--- src/rtl/jzjpcc_decode_pkg.sv ---
// jzjpcc_decode_pkg: shared types for the RV32I decode stage.
// Holds ALU op enum, opcode constants, NOP word and the execute bundle.
package jzjpcc_decode_pkg;

    typedef enum logic [3:0] {
        ALU_ADD, ALU_SUB, ALU_SLL, ALU_SLT, ALU_SLTU,
        ALU_XOR, ALU_SRL, ALU_SRA, ALU_OR, ALU_AND
    } alu_op_t;

    typedef logic [6:0] opcode_t;

    localparam opcode_t OPC_LUI    = 7'b0110111;
    localparam opcode_t OPC_AUIPC  = 7'b0010111;
    localparam opcode_t OPC_JAL    = 7'b1101111;
    localparam opcode_t OPC_JALR   = 7'b1100111;
    localparam opcode_t OPC_BRANCH = 7'b1100011;
    localparam opcode_t OPC_LOAD   = 7'b0000011;
    localparam opcode_t OPC_STORE  = 7'b0100011;
    localparam opcode_t OPC_OP_IMM = 7'b0010011;
    localparam opcode_t OPC_OP     = 7'b0110011;
    localparam opcode_t OPC_FENCE  = 7'b0001111;
    localparam opcode_t OPC_SYSTEM = 7'b1110011;

    localparam logic [31:0] NOP = 32'h0000_0013;

    typedef struct packed {
        alu_op_t     aluOp;
        logic [31:0] operandA;
        logic [31:0] operandB;
        logic [31:0] storeData;
        logic [2:0]  funct3;
        logic [4:0]  rdAddress;
        logic        regWrite;
        logic        memRead;
        logic        memWrite;
    } decoded_bundle_t;

    // ALU_ADD encodes as 0, so an all-zero bundle is the bubble
    localparam decoded_bundle_t BUBBLE = '0;

    function automatic alu_op_t alu_decode(logic [2:0] f3, logic alt);
        alu_op_t op;
        case (f3)
            3'b000:  op = alt ? ALU_SUB : ALU_ADD;
            3'b001:  op = ALU_SLL;
            3'b010:  op = ALU_SLT;
            3'b011:  op = ALU_SLTU;
            3'b100:  op = ALU_XOR;
            3'b101:  op = alt ? ALU_SRA : ALU_SRL;
            3'b110:  op = ALU_OR;
            default: op = ALU_AND;
        endcase
        return op;
    endfunction

endpackage

--- src/rtl/jzjpcc_decode_immediate_gen.sv ---
// jzjpcc_immediate_gen: combinational RV32I immediate extraction.
// Ports: i_instr in; o_immI/S/B/U/J sign-extended 32-bit out.
module jzjpcc_immediate_gen (
    input  logic [31:0] i_instr,
    output logic [31:0] o_immI,
    output logic [31:0] o_immS,
    output logic [31:0] o_immB,
    output logic [31:0] o_immU,
    output logic [31:0] o_immJ
);
    logic w_unused;

    assign o_immI = {{20{i_instr[31]}}, i_instr[31:20]};
    assign o_immS = {{20{i_instr[31]}}, i_instr[31:25], i_instr[11:7]};
    assign o_immB = {{19{i_instr[31]}}, i_instr[31], i_instr[7],
                     i_instr[30:25], i_instr[11:8], 1'b0};
    assign o_immU = {i_instr[31:12], 12'b0};
    assign o_immJ = {{11{i_instr[31]}}, i_instr[31], i_instr[19:12],
                     i_instr[20], i_instr[30:21], 1'b0};

    assign w_unused = ^i_instr[6:0];
endmodule

--- src/rtl/jzjpcc_decode.sv ---
// jzjpcc_decode: RV32I decode stage; regfile read, memory-stage forwarding,
// JAL/JALR/branch resolution in decode, and the decode-to-execute register.
// Ports: fetch instr/PC in; regfile addr out/data in; memory-stage forward in;
// pcCTWriteEnable/controlTransferNewPC/stall_fetch/flush_decode out;
// *_execute bundle out. Optional JZJPCC_DECODE_ILLEGAL_TRAP_EN adds a
// sticky illegalInstruction output that halts the core.
module jzjpcc_decode
    import jzjpcc_decode_pkg::*;
#(
    parameter int PC_MAX_B = 31
) (
    input  logic                clock,
    input  logic                reset,
    input  logic [31:2]         instruction_decode,
    input  logic [PC_MAX_B:2]   currentPC_decode,
    output logic [4:0]          rs1Address_decode,
    output logic [4:0]          rs2Address_decode,
    input  logic [31:0]         rs1Data_decode,
    input  logic [31:0]         rs2Data_decode,
    input  logic [4:0]          rdAddress_memory,
    input  logic                regWrite_memory,
    input  logic [31:0]         rdData_memory,
    output logic                pcCTWriteEnable,
    output logic [PC_MAX_B:2]   controlTransferNewPC,
    output logic                stall_fetch,
    output logic                flush_decode,
    output alu_op_t             aluOp_execute,
    output logic [31:0]         operandA_execute,
    output logic [31:0]         operandB_execute,
    output logic [31:0]         storeData_execute,
    output logic [2:0]          funct3_execute,
    output logic [4:0]          rdAddress_execute,
    output logic                regWrite_execute,
    output logic                memRead_execute,
    output logic                memWrite_execute
`ifdef JZJPCC_DECODE_ILLEGAL_TRAP_EN
    ,
    output logic                illegalInstruction
`endif
);
    logic [31:0] w_instr;
    logic [6:0]  w_opcode;
    logic [4:0]  w_rd, w_rs1, w_rs2;
    logic [2:0]  w_f3;
    logic        w_alt;
    logic [31:0] w_immI, w_immS, w_immB, w_immU, w_immJ;
    logic        w_isLui, w_isAuipc, w_isJal, w_isJalr, w_isBranch;
    logic        w_isLoad, w_isStore, w_isOpImm, w_isOp, w_isUndef;
    logic        w_use1, w_use2, w_exHaz1, w_exHaz2;
    logic        w_stall, w_halt, w_hold, w_taken, w_ct;
    logic [31:0] w_rs1Val, w_rs2Val, w_pc32, w_target32;
    logic        w_unused;
    decoded_bundle_t w_next, r_ex;

    assign w_instr  = {instruction_decode, 2'b11};
    assign w_opcode = w_instr[6:0];
    assign w_rd     = w_instr[11:7];
    assign w_f3     = w_instr[14:12];
    assign w_rs1    = w_instr[19:15];
    assign w_rs2    = w_instr[24:20];
    assign w_alt    = w_instr[30];

    assign rs1Address_decode = w_rs1;
    assign rs2Address_decode = w_rs2;

    jzjpcc_immediate_gen u_imm (
        .i_instr (w_instr),
        .o_immI  (w_immI),
        .o_immS  (w_immS),
        .o_immB  (w_immB),
        .o_immU  (w_immU),
        .o_immJ  (w_immJ)
    );

    assign w_isLui    = w_opcode == OPC_LUI;
    assign w_isAuipc  = w_opcode == OPC_AUIPC;
    assign w_isJal    = w_opcode == OPC_JAL;
    assign w_isJalr   = w_opcode == OPC_JALR;
    assign w_isBranch = w_opcode == OPC_BRANCH;
    assign w_isLoad   = w_opcode == OPC_LOAD;
    assign w_isStore  = w_opcode == OPC_STORE;
    assign w_isOpImm  = w_opcode == OPC_OP_IMM;
    assign w_isOp     = w_opcode == OPC_OP;
    assign w_isUndef  = !(w_isLui | w_isAuipc | w_isJal | w_isJalr |
                          w_isBranch | w_isLoad | w_isStore |
                          w_isOpImm | w_isOp |
                          (w_opcode == OPC_FENCE) |
                          (w_opcode == OPC_SYSTEM));

    assign w_use1 = w_isJalr | w_isBranch | w_isLoad |
                    w_isStore | w_isOpImm | w_isOp;
    assign w_use2 = w_isBranch | w_isStore | w_isOp;

    assign w_exHaz1 = w_use1 && (w_rs1 != 5'd0) && r_ex.regWrite &&
                      (r_ex.rdAddress == w_rs1);
    assign w_exHaz2 = w_use2 && (w_rs2 != 5'd0) && r_ex.regWrite &&
                      (r_ex.rdAddress == w_rs2);

    // A load result is not ready until memory; control transfers resolve
    // here and cannot wait for execute, so both need the value one stage on
    assign w_stall = (w_exHaz1 | w_exHaz2) &&
                     (r_ex.memRead | w_isBranch | w_isJalr);

    assign w_rs1Val = (w_rs1 == 5'd0) ? 32'd0 :
                      (regWrite_memory && rdAddress_memory == w_rs1) ?
                      rdData_memory : rs1Data_decode;
    assign w_rs2Val = (w_rs2 == 5'd0) ? 32'd0 :
                      (regWrite_memory && rdAddress_memory == w_rs2) ?
                      rdData_memory : rs2Data_decode;

    always_comb begin
        w_pc32 = '0;
        w_pc32[PC_MAX_B:2] = currentPC_decode;
    end

    always_comb begin
        case (w_f3)
            3'b000:  w_taken = w_rs1Val == w_rs2Val;
            3'b001:  w_taken = w_rs1Val != w_rs2Val;
            3'b100:  w_taken = $signed(w_rs1Val) <  $signed(w_rs2Val);
            3'b101:  w_taken = $signed(w_rs1Val) >= $signed(w_rs2Val);
            3'b110:  w_taken = w_rs1Val <  w_rs2Val;
            3'b111:  w_taken = w_rs1Val >= w_rs2Val;
            default: w_taken = 1'b0;
        endcase
    end

`ifdef JZJPCC_DECODE_ILLEGAL_TRAP_EN
    logic r_illegal;

    always_ff @(posedge clock or negedge reset) begin
        if (!reset) r_illegal <= 1'b0;
        else        r_illegal <= r_illegal | (w_isUndef & ~w_stall);
    end

    assign w_halt = r_illegal;
    assign illegalInstruction = r_illegal;
`else
    assign w_halt = 1'b0;
`endif

    assign w_hold = w_stall | w_halt;

    always_comb begin
        w_next     = BUBBLE;
        w_ct       = 1'b0;
        w_target32 = '0;
        if (!w_hold) begin
            unique case (1'b1)
                w_isLui: begin
                    w_next.operandB  = w_immU;
                    w_next.rdAddress = w_rd;
                    w_next.regWrite  = 1'b1;
                end
                w_isAuipc: begin
                    w_next.operandA  = w_pc32;
                    w_next.operandB  = w_immU;
                    w_next.rdAddress = w_rd;
                    w_next.regWrite  = 1'b1;
                end
                w_isJal: begin
                    w_next.operandA  = w_pc32;
                    w_next.operandB  = 32'd4;
                    w_next.rdAddress = w_rd;
                    w_next.regWrite  = 1'b1;
                    w_ct             = 1'b1;
                    w_target32       = w_pc32 + w_immJ;
                end
                w_isJalr: begin
                    w_next.operandA  = w_pc32;
                    w_next.operandB  = 32'd4;
                    w_next.rdAddress = w_rd;
                    w_next.regWrite  = 1'b1;
                    w_ct             = 1'b1;
                    w_target32       = (w_rs1Val + w_immI) & ~32'd1;
                end
                w_isBranch: begin
                    w_ct       = w_taken;
                    w_target32 = w_pc32 + w_immB;
                end
                w_isLoad: begin
                    w_next.operandA  = w_rs1Val;
                    w_next.operandB  = w_immI;
                    w_next.funct3    = w_f3;
                    w_next.rdAddress = w_rd;
                    w_next.regWrite  = 1'b1;
                    w_next.memRead   = 1'b1;
                end
                w_isStore: begin
                    w_next.operandA  = w_rs1Val;
                    w_next.operandB  = w_immS;
                    w_next.storeData = w_rs2Val;
                    w_next.funct3    = w_f3;
                    w_next.memWrite  = 1'b1;
                end
                w_isOpImm: begin
                    // bit 30 only distinguishes SRAI; ADDI has no SUB form
                    w_next.aluOp     = alu_decode(w_f3,
                                           w_alt & (w_f3 == 3'b101));
                    w_next.operandA  = w_rs1Val;
                    w_next.operandB  = w_immI;
                    w_next.rdAddress = w_rd;
                    w_next.regWrite  = 1'b1;
                end
                w_isOp: begin
                    w_next.aluOp     = alu_decode(w_f3, w_alt);
                    w_next.operandA  = w_rs1Val;
                    w_next.operandB  = w_rs2Val;
                    w_next.rdAddress = w_rd;
                    w_next.regWrite  = 1'b1;
                end
                default: ;
            endcase
        end
    end

    assign pcCTWriteEnable      = w_ct;
    assign flush_decode         = w_ct;
    assign controlTransferNewPC = w_target32[PC_MAX_B:2];
    assign stall_fetch          = w_hold;

    always_ff @(posedge clock or negedge reset) begin
        if (!reset) r_ex <= BUBBLE;
        else        r_ex <= w_next;
    end

    assign aluOp_execute     = r_ex.aluOp;
    assign operandA_execute  = r_ex.operandA;
    assign operandB_execute  = r_ex.operandB;
    assign storeData_execute = r_ex.storeData;
    assign funct3_execute    = r_ex.funct3;
    assign rdAddress_execute = r_ex.rdAddress;
    assign regWrite_execute  = r_ex.regWrite;
    assign memRead_execute   = r_ex.memRead;
    assign memWrite_execute  = r_ex.memWrite;

    assign w_unused = ^{w_target32, w_isUndef};
endmodule

--- config.mk ---
export PLATFORM = sky130hd
export DESIGN_NAME = jzjpcc_decode
export DESIGN_NICKNAME = d
export VERILOG_FILES = /design/src/rtl/jzjpcc_decode_pkg.sv /design/src/rtl/jzjpcc_decode_immediate_gen.sv /design/src/rtl/jzjpcc_decode.sv
export SDC_FILE = /design/constraint.sdc
export NUM_CORES = 1
export LEC_CHECK = 0
export ABC_AREA = 1
export BUFFER_PORTS_ARGS = -buffer_cell sky130_fd_sc_hd__buf_2
export CORE_AREA = 2 2 114 199
export DETAILED_ROUTE_END_ITERATION = 8
export DIE_AREA = 0 0 116 201
export GPL_ROUTABILITY_DRIVEN = 0
export PLACE_DENSITY = 0.78
export SYNTH_ARGS = -nofsm -noshare
export SYNTH_HDL_FRONTEND = slang
export SYNTH_SLANG_ARGS = --single-unit
--- constraint.sdc ---
create_clock -name clock -period 3.6 [get_ports clock]
set_input_delay 0.54 -clock clock [delete_from_list [all_inputs] [get_ports clock]]
set_output_delay 0.54 -clock clock [all_outputs]
set_load 0.005 [all_outputs]
==> summary.txt, run 1 <==
Post-Syn Nets = 1800
total CTS buffers = 9
worst ep type = top-level output
CTS H-Tree Depth = 3
Worst endpoint, post-GRT repair = flush_decode
Rows = 72
IO Port Bufs = 317
Post-Synthesis Cells = 1544
total global routing track utilization = 72.0%
Synth Area per Inst = 6.67 µm²
Run Error = [ERROR GRT-0232] Routing congestion too high. Check the congestion heatmap in the GUI.
Die Ht = 201 µm
Root Buffer Master = clkbuf_16
GR Overflow Total = 95
Synth cell types = 50
I/O pin count = 318
YS warnings = 0
CTS sink cnt = 111
dpl ws = -0.679 ns
Placed Area = 14400 µm²
Stop stage = global routing
largest net degree at the start of global routing = 58
Synth Register Bits = 111
CTS max path bufs = 2
Synth Cell Area = 10300 µm²
sequential area share after synthesis = 27.0%
initial core utilization = 47.2%
outcome = stopped before the end
Hold Buf Count CTS = 0
hpwl dp = 38900 µm
Die Wd = 116 µm
[cell usage after synthesis (all sizes together)]
cell type,count,area (µm²)
nand3,72,373
a31oi,26,163
o221a,2,22.5
or2,19,119
o21a,4,30.0
a21oi,188,945
nor3,23,126
o31ai,1,7.51
o22ai,2,12.5
fa,1,20.0
a221oi,3,26.3
o22a,2,17.5
nor2,201,795
dfrtp,111,2780
nor4,8,50.1
a211oi,1,7.51
xnor2,4,35.0
o211ai,7,52.6
buf,31,194
o2111ai,3,26.3
o21bai,2,15.0
a32o,29,290
clkbuf,33,124
o31a,1,8.76
inv,174,653
ha,91,1140
o311ai,1,8.76
xor2,16,140
and3,2,12.5
a22oi,4,30.0
nand3b,4,30.0
nand2,337,1290
o21ai,118,591
nand4,13,87.6
a21o,7,52.6
a21boi,3,22.5
[per-layer routing]
| layer | track usage [%] | overflow |
|---|---|---|
| met5 | 9.56 | 0 |
| met4 | 71.9 | 47 |
| met3 | 57.1 | 3 |
| met2 | 89.1 | 44 |
| met1 | 71.0 | 1 |
[stage by stage]
| step | instances | utilization (%) |
|---|---|---|
| 2_1_floorplan | 1544 | - |
| 3_3_place_gp | 2403 | 66.0 |
| 3_5_place_dp | 2403 | 66.0 |
| 4_1_cts | 2461 | 74.7 |
[repair_timing]
action / CTS
resized for setup: 301
pin swaps: 96
cloned: 4
hold endpoints to repair: 0
setup buffers: 43
setup endpoints to repair: 32
[kinds of logic after synthesis]
group / synth area share, %
AND/OR/NAND/NOR: 28.0
AO/OA/AOI/OAI: 22.6
buffers and inverters: 9.43
XOR/XNOR: 1.70
flip-flops: 27.0
adder cells (fa/ha/maj): 11.3
==> run 2, diff against run 1 <==
--- a/config.mk
+++ b/config.mk
@@ -7,11 +7,11 @@
 export LEC_CHECK = 0
 export ABC_AREA = 1
 export BUFFER_PORTS_ARGS = -buffer_cell sky130_fd_sc_hd__buf_2
-export CORE_AREA = 2 2 114 199
+export CORE_AREA = 2 2 164 166
 export DETAILED_ROUTE_END_ITERATION = 8
-export DIE_AREA = 0 0 116 201
+export DIE_AREA = 0 0 166 168
 export GPL_ROUTABILITY_DRIVEN = 0
-export PLACE_DENSITY = 0.78
+export PLACE_DENSITY_LB_ADDON = 0.15
 export SYNTH_ARGS = -nofsm -noshare
 export SYNTH_HDL_FRONTEND = slang
 export SYNTH_SLANG_ARGS = --single-unit
==> constraint.sdc (replaced) <==
create_clock -name clock -period 4.7 [get_ports clock]
set_input_delay 0.705 -clock clock [delete_from_list [all_inputs] [get_ports clock]]
set_output_delay 0.705 -clock clock [all_outputs]
set_load 0.005 [all_outputs]
==> summary.txt, run 2 <==
outcome = completed
Synth cell types = 50
I/O pin count = 318
Yosys top cell by area = dfrtp_1
hpwl dp = 36900 µm
endpoint class of the critical path = output pin
DRT Wirelength = 46500 µm
FMAX = 0.219 GHz
DRC errors left = 0
max-slew violation count = 0
most frequent cells in the layout = nand2_1, buf_2, nor2_1, a21oi_1, inv_1
Synth Register Bits = 111
final core occ = 53.4%
ratio of cells with drive above 1 in the final layout = 31.4%
top_reg_cell synth = dfrtp_1
top-area cell type share of the netlist area = 27.0%
fillcell total = 2666
count leader, synth = nand2_1
Inserted Diodes = 0
Rows = 60
Leakage Power = 7.59 nW
initial DRC count = 1169
CTS tree = built
Fin Hold WS = 0.448 ns
CTS max path bufs = 2
Nets = 2226
Post-synth EDFFs = 0
Worst Hold Class = in2async
Synth Cell Area = 10300 µm²
Post-DRT Antenna Nets = 0
GR Overflow Total = 0
Tcrit/Tclk final = 97.2%
synth cell count leaders = nand2_1, nor2_1, a21oi_1
Worst slew margin = 37.4%
Synth Area per Inst = 6.67 µm²
CP required = 3.99 ns
largest net degree at the start of global routing = 70
Max-cap violations = 0
total CTS buffers = 9
Design Area, Final = 14100 µm²
DR vias = 12836
CTS sink cnt = 111
Worst Skew = 0.0130 ns
final setup vio count = 0
Vias/cell = 5.54
CP arrival = 3.86 ns
DRT Pass-1 Iters = 8
Post-Synthesis Cells = 1544
synth-to-layout area growth = 36.6%
YS warnings = 0
IO Port Bufs = 317
Placed Area = 13100 µm²
initial core utilization = 39.1%
CTS H-Tree Depth = 3
sequential area share after synthesis = 27.0%
largest cells by area after synthesis = dfrtp_1, nand2_1, ha_1, a21oi_1, nor2_1
FF-to-FF Start = rdAddress_execute[4]$_DFF_PN0_
VDD IR max = 163 µV
vias in the first global route = 12226
Core ar. = 26400 µm²
Final Hold Fails = 0
Final min period = 4.57 ns
Die Wd = 166 µm
WS Path Type = in2out
commonest non-fill, non-tap cell in the layout = nand2_1
Clock transition at path regs = 0.08 ns
crit path from = instruction_decode[23]
Critical Path Source Type = input port
Worst Path Max Fanout = 6
WL/cell = 20.1 µm
die area = 27900 µm²
Post-Syn Nets = 1800
clk_lat worst skew = 0.36 ns
initial antenna violation count = 2
Die Ht = 168 µm
fraction of registers with async set/reset = 100%
Root Buffer Master = clkbuf_16
Cell Pwr Density = 219 nW/µm²
first-pass GRT wire length = 68100 µm
worst slew pin tran = 0.938 ns
total global routing track utilization = 31.7%
run 2: cell counts after synthesis:
Identical to the previous run, type by type.
run 2: layout make-up:
cell class              instances  area, µm²  area share [%]
clock inverters                 6       75.1           0.534
well taps                     341        427            3.03
repair buffers                479       2910            20.7
multi-input cells            1195       6990            49.7
flip-flops and latches        111       2780            19.7
clock buffers                  10        229            1.63
inverters                     174        656            4.66
run 2: worst paths after layout:
check	slack, ns	endpoint	cells past startpoint
min in group clock	0.56	rdAddress_execute[1]$_DFF_PN0_	3
worst min register to register	1.15	operandA_execute[10]$_DFF_PN0_	4
worst max-delay path	0.13	pcCTWriteEnable	23
worst max register to register	1.64	storeData_execute[12]$_DFF_PN0_	11
worst min-delay path	0.45	storeData_execute[13]$_DFF_PN0_	1
max in group asynchronous	3.10	regWrite_execute$_DFF_PN0_	2
run 2: cell families (layout without fill, tap and decap cells):
logic type	Yosys count	in the layout	synth area share (%)
buffers and inverters	238	669	9.43
and+or+nand+nor	679	679	28.0
AOI/OAI and AO/OA	404	404	22.6
adders and majority gates	92	92	11.3
DFF	111	111	27.0
xor gates and xnor gates	20	20	1.70
run 2: critical path: stages:
cell,delay (ns)
buf_4,0.14
inv_2,0.05
o22ai_2,0.07
nor3_2,0.19
o2111ai_2,0.20
inv_4,0.20
buf_12,0.15
o21ai_0,0.09
nor2_1,0.17
inv_1,0.10
ha_4,0.28
nand2_1,0.07
nor2_2,0.13
nand2_2,0.09
nor4_4,0.22
buf_4,0.19
nand2_4,0.07
nand3b_1,0.12
nand3_1,0.09
nand3_1,0.09
nand2_1,0.07
a21oi_2,0.20
buf_2,0.15
run 2: through the flow:
step	instances	power [mW]	setup WS [ns]	TNS (ns)
after floorplan	1544	1.64	0.372	0
after global placement	2279	2.15	-0.0137	-0.0266
after detailed placement	2279	2.16	-0.0784	-0.156
after CTS	2295	2.99	0.0441	0
after global routing	2316	3.26	-0.0810	-0.225
final	2316	3.08	0.130	0
run 2: timing repair:
item	in CTS	in global routing
endpoints found under the hold margin	0	0
gates cloned	0	3
hold buffers	0	0
setup endpoints to repair	3	20
setup buffers	0	18
resized for setup	3	113
pin swaps	0	49
run 2: power by group:
part           switching (mW)  internal, mW  leakage (nW)
logic                   0.737         0.515          5.92
registers              0.0141         0.986          1.52
clock network           0.403         0.424         0.146
run 2: metal layers:
| metal | share of wire, % | GRT usage (%) | vias to the layer above |
|---|---|---|---|
| li1 | - | - | 6055 |
| met1 | 42 | 41.9 | 6038 |
| met2 | 45 | 51.1 | 631 |
| met3 | 8.3 | 5.48 | 110 |
| met4 | 4.4 | 14.2 | 2 |
| met5 | 0.024 | 0 | - |
(Power assumes the default switching activity.)
==> run 3, diff against run 2 <==
--- a/config.mk
+++ b/config.mk
@@ -11,7 +11,7 @@
 export DETAILED_ROUTE_END_ITERATION = 8
 export DIE_AREA = 0 0 166 168
 export GPL_ROUTABILITY_DRIVEN = 0
-export PLACE_DENSITY_LB_ADDON = 0.15
+export PLACE_DENSITY_LB_ADDON = 0.25
 export SYNTH_ARGS = -nofsm -noshare
 export SYNTH_HDL_FRONTEND = slang
 export SYNTH_SLANG_ARGS = --single-unit
==> summary.txt, run 3 (synthesis gave the netlist of run 2 again) <==
outcome = completed
WS Path Type = in2out
I/O pin count = 318
fillcell total = 2685
CP required = 3.99 ns
Post-DRT Antenna Nets = 0
Leakage Power = 7.43 nW
DRC errors left = 0
initial DRC count = 1221
final setup vio count = 0
Reg area = 2780 µm²
hpwl dp = 37000 µm
DRT Wirelength = 45600 µm
met1 wire length = 18700 µm
WL/cell = 19.9 µm
Tcrit/Tclk final = 97.2%
Root Buffer Master = clkbuf_16
Max-cap violations = 0
max-slew violation count = 0
Final min period = 4.57 ns
clk_lat worst skew = 0.36 ns
GR Overflow Total = 0
die area = 27900 µm²
vias in the first global route = 12148
Critical Path Source Type = input port
unrepaired setup endpoints after global routing = true
Final Hold Fails = 0
IO Port Bufs = 317
Rows = 60
worst slew pin tran = 0.596 ns
VDD IR max = 177 µV
Cell Pwr Density = 221 nW/µm²
CTS max path bufs = 2
footprint of the multi-input gates = 6830 µm²
Worst Skew = 0.00634 ns
Nets = 2201
Die Wd = 166 µm
total global routing track utilization = 31.2%
synth-to-layout area growth = 33.2%
Worst slew margin = 60.2%
DRT Pass-1 Iters = 6
most frequent cells in the layout = nand2_1, buf_2, nor2_1, a21oi_1, inv_1
CTS H-Tree Depth = 3
final core occ = 52.1%
initial core utilization = 39.1%
highest routed layer = met4
largest net degree at the start of global routing = 45
CP arrival = 3.87 ns
Worst Hold Class = in2async
Final TNS setup = 0 ns
DR vias = 12840
FMAX = 0.219 GHz
total CTS buffers = 9
Core ar. = 26400 µm²
first-pass GRT wire length = 67700 µm
ratio of cells with drive above 1 in the final layout = 29.5%
initial antenna violation count = 0
commonest non-fill, non-tap cell in the layout = nand2_1
Die Ht = 168 µm
CTS sink cnt = 111
met3 wire len = 4450 µm
worst setup margin = 0.130 ns
Inserted Diodes = 0
met2 WL = 20500 µm
CTS tree = built
endpoint class of the critical path = output pin
dpl ws = -0.0537 ns
Vias/cell = 5.60
Fin Hold WS = 0.272 ns
Worst Path Max Fanout = 15
Clock transition at path regs = 0.08 ns
-- run 3: final cells by class --
class                   count  area share, %
multi-input cells        1195           49.8
flip-flops and latches    111           20.2
repair buffers            454           19.8
inverters                 174           4.78
well taps                 341           3.11
clock buffers              10           1.74
clock inverters             6          0.547
-- run 3: where the power goes --
group          switching [mW]  total, mW  leakage [nW]  internal (mW)
Sequential             0.0139       1.00          1.52          0.986
Clock                   0.387      0.825         0.152          0.438
Combinational           0.722       1.21          5.76          0.487
Total                    1.12       3.03          7.43           1.91
-- run 3: worst max-delay path, stage by stage --
cell	delay, ns
buf_2	0.11
inv_2	0.06
nor2_1	0.12
inv_2	0.05
nor2_2	0.11
inv_2	0.06
nor2_4	0.11
buf_8	0.18
nand2_2	0.14
o21ai_1	0.18
inv_1	0.08
ha_2	0.39
nand2_1	0.08
inv_1	0.08
nand2_1	0.11
nor3_1	0.16
nand2_1	0.07
o211ai_1	0.33
a31oi_1	0.17
or2_2	0.29
nand3_1	0.07
a21oi_1	0.07
buf_2	0.13
-- run 3: routing by layer --
| metal | GRT usage [%] | up-vias |
|---|---|---|
| met5 | 0 | - |
| met4 | 12.6 | 0 |
| met1 | 41.6 | 5990 |
| met3 | 5.43 | 113 |
| li1 | - | 5999 |
| met2 | 50.2 | 738 |
-- run 3: timing repair --
item | CTS | global route
setup buffers | 0 | 4
cloned | 0 | 2
endpoints found under the setup margin | 2 | 20
hold buffers | 0 | 0
pin swaps | 0 | 12
resized for setup | 2 | 81
endpoints found under the hold margin | 0 | 0
-- run 3: path summary, 6_finish.rpt --
path | start | end | slack, ns | cells after the start
max | instruction_decode[5] | controlTransferNewPC[26] | 0.13 | 23
min | reset | aluOp_execute[0]$_DFF_PN0_ | 0.27 | 1
max reg2reg | rdAddress_execute[4]$_DFF_PN0_ | storeData_execute[14]$_DFF_PN0_ | 1.88 | 10
min reg2reg | regWrite_execute$_DFF_PN0_ | operandB_execute[8]$_DFF_PN0_ | 1.04 | 4
max in group asynchronous | reset | storeData_execute[29]$_DFF_PN0_ | 3.47 | 2
min in group clock | instruction_decode[8] | rdAddress_execute[1]$_DFF_PN0_ | 0.57 | 3
-- run 3: stage by stage --
step / area (µm²) / cells / power (mW)
after CTS: 13300 / 2285 / 2.98
after detailed placement: 13000 / 2269 / 2.15
final: 13700 / 2291 / 3.03
after floorplan: 10300 / 1544 / 1.64
after global routing: 13700 / 2291 / 3.21
after global placement: 13000 / 2269 / 2.13
==> run 4, diff against run 3 <==
--- a/config.mk
+++ b/config.mk
@@ -5,11 +5,11 @@
 export SDC_FILE = /design/constraint.sdc
 export NUM_CORES = 1
 export LEC_CHECK = 0
-export ABC_AREA = 1
+export ABC_AREA = 0
 export BUFFER_PORTS_ARGS = -buffer_cell sky130_fd_sc_hd__buf_2
-export CORE_AREA = 2 2 164 166
+export CORE_AREA = 2 2 158 160
 export DETAILED_ROUTE_END_ITERATION = 8
-export DIE_AREA = 0 0 166 168
+export DIE_AREA = 0 0 160 162
 export GPL_ROUTABILITY_DRIVEN = 0
 export PLACE_DENSITY_LB_ADDON = 0.25
 export SYNTH_ARGS = -nofsm -noshare
==> summary.txt, run 4 <==
Tot Pwr = 3.21 mW
largest cells by area after synthesis = dfrtp_1, ha_1, nor2_1, mux2i_1, xnor2_1
Synth Cell Area = 9560 µm²
Critical Path Source Type = input port
FMAX = 0.192 GHz
Final min period = 5.20 ns
CTS sink cnt = 111
top-area cell type share of the netlist area = 29.1%
Die Ht = 162 µm
unrepaired setup endpoints after global routing = true
Synth cell types = 71
initial core utilization = 39.7%
Post-Synthesis Cells = 1122
Final Hold Fails = 0
worst setup margin = -0.502 ns
Worst Hold Class = in2async
top_reg_cell synth = dfrtp_1
Max-cap violations = 0
VDD IR max = 158 µV
Sw Ratio = 36.2%
ratio of cells with drive above 1 in the final layout = 47.1%
Core ar. = 24100 µm²
Die Wd = 160 µm
Comb power frac = 45.1%
DR vias = 11592
Post-synth EDFFs = 0
fillcell total = 2113
count leader, synth = nor2_1
total CTS buffers = 9
hpwl dp = 33500 µm
Synth Register Bits = 111
most frequent cells in the layout = buf_2, buf_4, nor2_1, dfrtp_1, ha_1
endpoint class of the critical path = output pin
clk_lat worst skew = 0.38 ns
die area = 25900 µm²
WL/cell = 21.4 µm
DRC errors left = 0
Nets = 1980
Clock transition at path regs = 0.08 ns
IO Port Bufs = 317
total global routing track utilization = 32.1%
Post-DRT Antenna Nets = 0
Clock Power Share = 24.1%
Cell Pwr Density = 211 nW/µm²
Synth Area per Inst = 8.52 µm²
share of power burned in registers = 30.8%
Worst Path Max Fanout = 3
CP arrival = 4.50 ns
fraction of registers with async set/reset = 100%
final setup vio count = 19
Post-Syn Nets = 1378
commonest non-fill, non-tap cell in the layout = buf_2
Leakage Power = 7.78 nW
Yosys top cell by area = dfrtp_1
failing checks = setup timing
GR Overflow Total = 0
CTS H-Tree Depth = 3
first-pass GRT wire length = 64200 µm
synth cell count leaders = nor2_1, dfrtp_1, ha_1
sequential area share after synthesis = 29.1%
initial DRC count = 949
Worst slew margin = 33.1%
Worst Skew = 0.0114 ns
DRT Wirelength = 44100 µm
internal power = 2.05 mW
Vias/cell = 5.64
dpl ws = -0.454 ns
max-slew violation count = 0
CP max stage delay = 0.34 ns
slowest CP cell = a221o_1
CP required = 3.99 ns
CTS max path bufs = 2
Hold Buf Count CTS = 0
WS Path Type = in2out
synth-to-layout area growth = 59.1%
worst slew pin tran = 1.00 ns
vias in the first global route = 11502
Rows = 57
DRT Pass-1 Iters = 5
Crit path top cell by count = a21o_1
crit-path cells = buf_6 -> buf_6 -> xor2_1 -> nor4_1 -> and3_2 -> buf_6 -> mux2i_1 -> nor2_1 -> inv_1 -> ha_1 -> a21o_1 -> a21o_1 -> a21o_1 -> a21o_1 -> a221o_1 -> a211oi_2 -> buf_4 -> mux2i_1 -> o211ai_1 -> a21oi_2 -> buf_2
I/O pin count = 318
YS warnings = 0
Psw = 1.16 mW
initial antenna violation count = 2
Tcrit/Tclk final = 111%
CTS tree = built
outcome = complete, but fails checks
largest net degree at the start of global routing = 51
Root Buffer Master = clkbuf_16
==> run 4: final cells by class <==
| class | count | area, µm² | share of cell area, % |
|---|---|---|---|
| diodes | 1 | 2.50 | 0.0165 |
| clock buffers | 10 | 229 | 1.51 |
| well taps | 324 | 405 | 2.67 |
| flip-flops and latches | 111 | 2780 | 18.3 |
| inverters | 52 | 195 | 1.28 |
| repair buffers | 653 | 4400 | 28.9 |
| multi-input cells | 897 | 7150 | 47.0 |
| clock inverters | 6 | 55.1 | 0.362 |
==> run 4: metal layers <==
metal | track usage [%] | part of all wire (%) | up-vias
met5 | 0 | 0.030 | -
met4 | 13.4 | 4.4 | 2
met3 | 4.95 | 7.9 | 135
met2 | 54.7 | 47 | 621
met1 | 40.9 | 40 | 5550
li1 | - | - | 5284
==> run 4: what timing repair did <==
action                     CTS  global route
hold endpoints to repair     0             0
gates cloned                 0             1
pin swaps                   57            81
resized for setup          120            94
setup endpoints to repair   26            32
buffers inserted            53            25
==> run 4: power by group through the flow <==
stage | logic [mW] | registers [mW] | clock network [mW]
4_1_cts | 1.31 | 0.987 | 0.781
3_5_place_dp | 1.18 | 1.01 | 0
5_1_grt | 1.54 | 0.990 | 0.818
6_report | 1.45 | 0.987 | 0.773
3_3_place_gp | 1.17 | 1.01 | 0
2_1_floorplan | 0.612 | 1.01 | 0
==> run 4: kinds of logic (layout without fill, tap and decap cells) <==
kind of cell / count (synthesis) / in the layout / synth area share (%)
and+or+nand+nor: 361 / 361 / 17.4
AOI/OAI and AO/OA: 302 / 302 / 22.3
buffers and inverters: 114 / 721 / 5.13
DFF: 111 / 111 / 29.1
adders and majority gates: 92 / 92 / 12.1
muxes: 73 / 73 / 7.74
xor gates and xnor gates: 69 / 69 / 6.32
other: 0 / 1 / 0
==> run 4: final timing paths <==
check | from | to | slack (ns) | cells past startpoint
worst max-delay path | rdAddress_memory[2] | pcCTWriteEnable | -0.50 | 21
worst min-delay path | reset | operandB_execute[29]$_DFF_PN0_ | 0.24 | 1
worst max register to register | rdAddress_execute[1]$_DFF_PN0_ | operandB_execute[28]$_DFF_PN0_ | 1.72 | 8
worst min register to register | memRead_execute$_DFF_PN0_ | operandA_execute[3]$_DFF_PN0_ | 0.91 | 3
max in group asynchronous | reset | operandA_execute[12]$_DFF_PN0_ | 3.47 | 2
min in group clock | instruction_decode[8] | rdAddress_execute[1]$_DFF_PN0_ | 0.57 | 2
==> run 4: worst max-delay path: cells and delay by family <==
kind	cells	cell delay, ns
and+or+nand+nor	3	0.70
muxes	2	0.25
adders and majority gates	1	0.31
AOI/OAI and AO/OA	8	1.62
xor gates and xnor gates	1	0.13
buffers and inverters	6	0.77
==> run 4: through the flow <==
step	hold slack [ns]	TNS, ns	util [%]	instances	instance area (µm²)
6_report	0.240	-4.19	63.1	2054	15200
5_1_grt	0.263	-7.20	63.1	2053	15200
4_1_cts	0.242	-3.10	60.4	2031	14600
3_5_place_dp	0.632	-6.78	55.3	1964	13300
3_3_place_gp	0.629	-6.33	55.3	1964	13300
2_1_floorplan	0.409	-0.0440	-	1122	9690
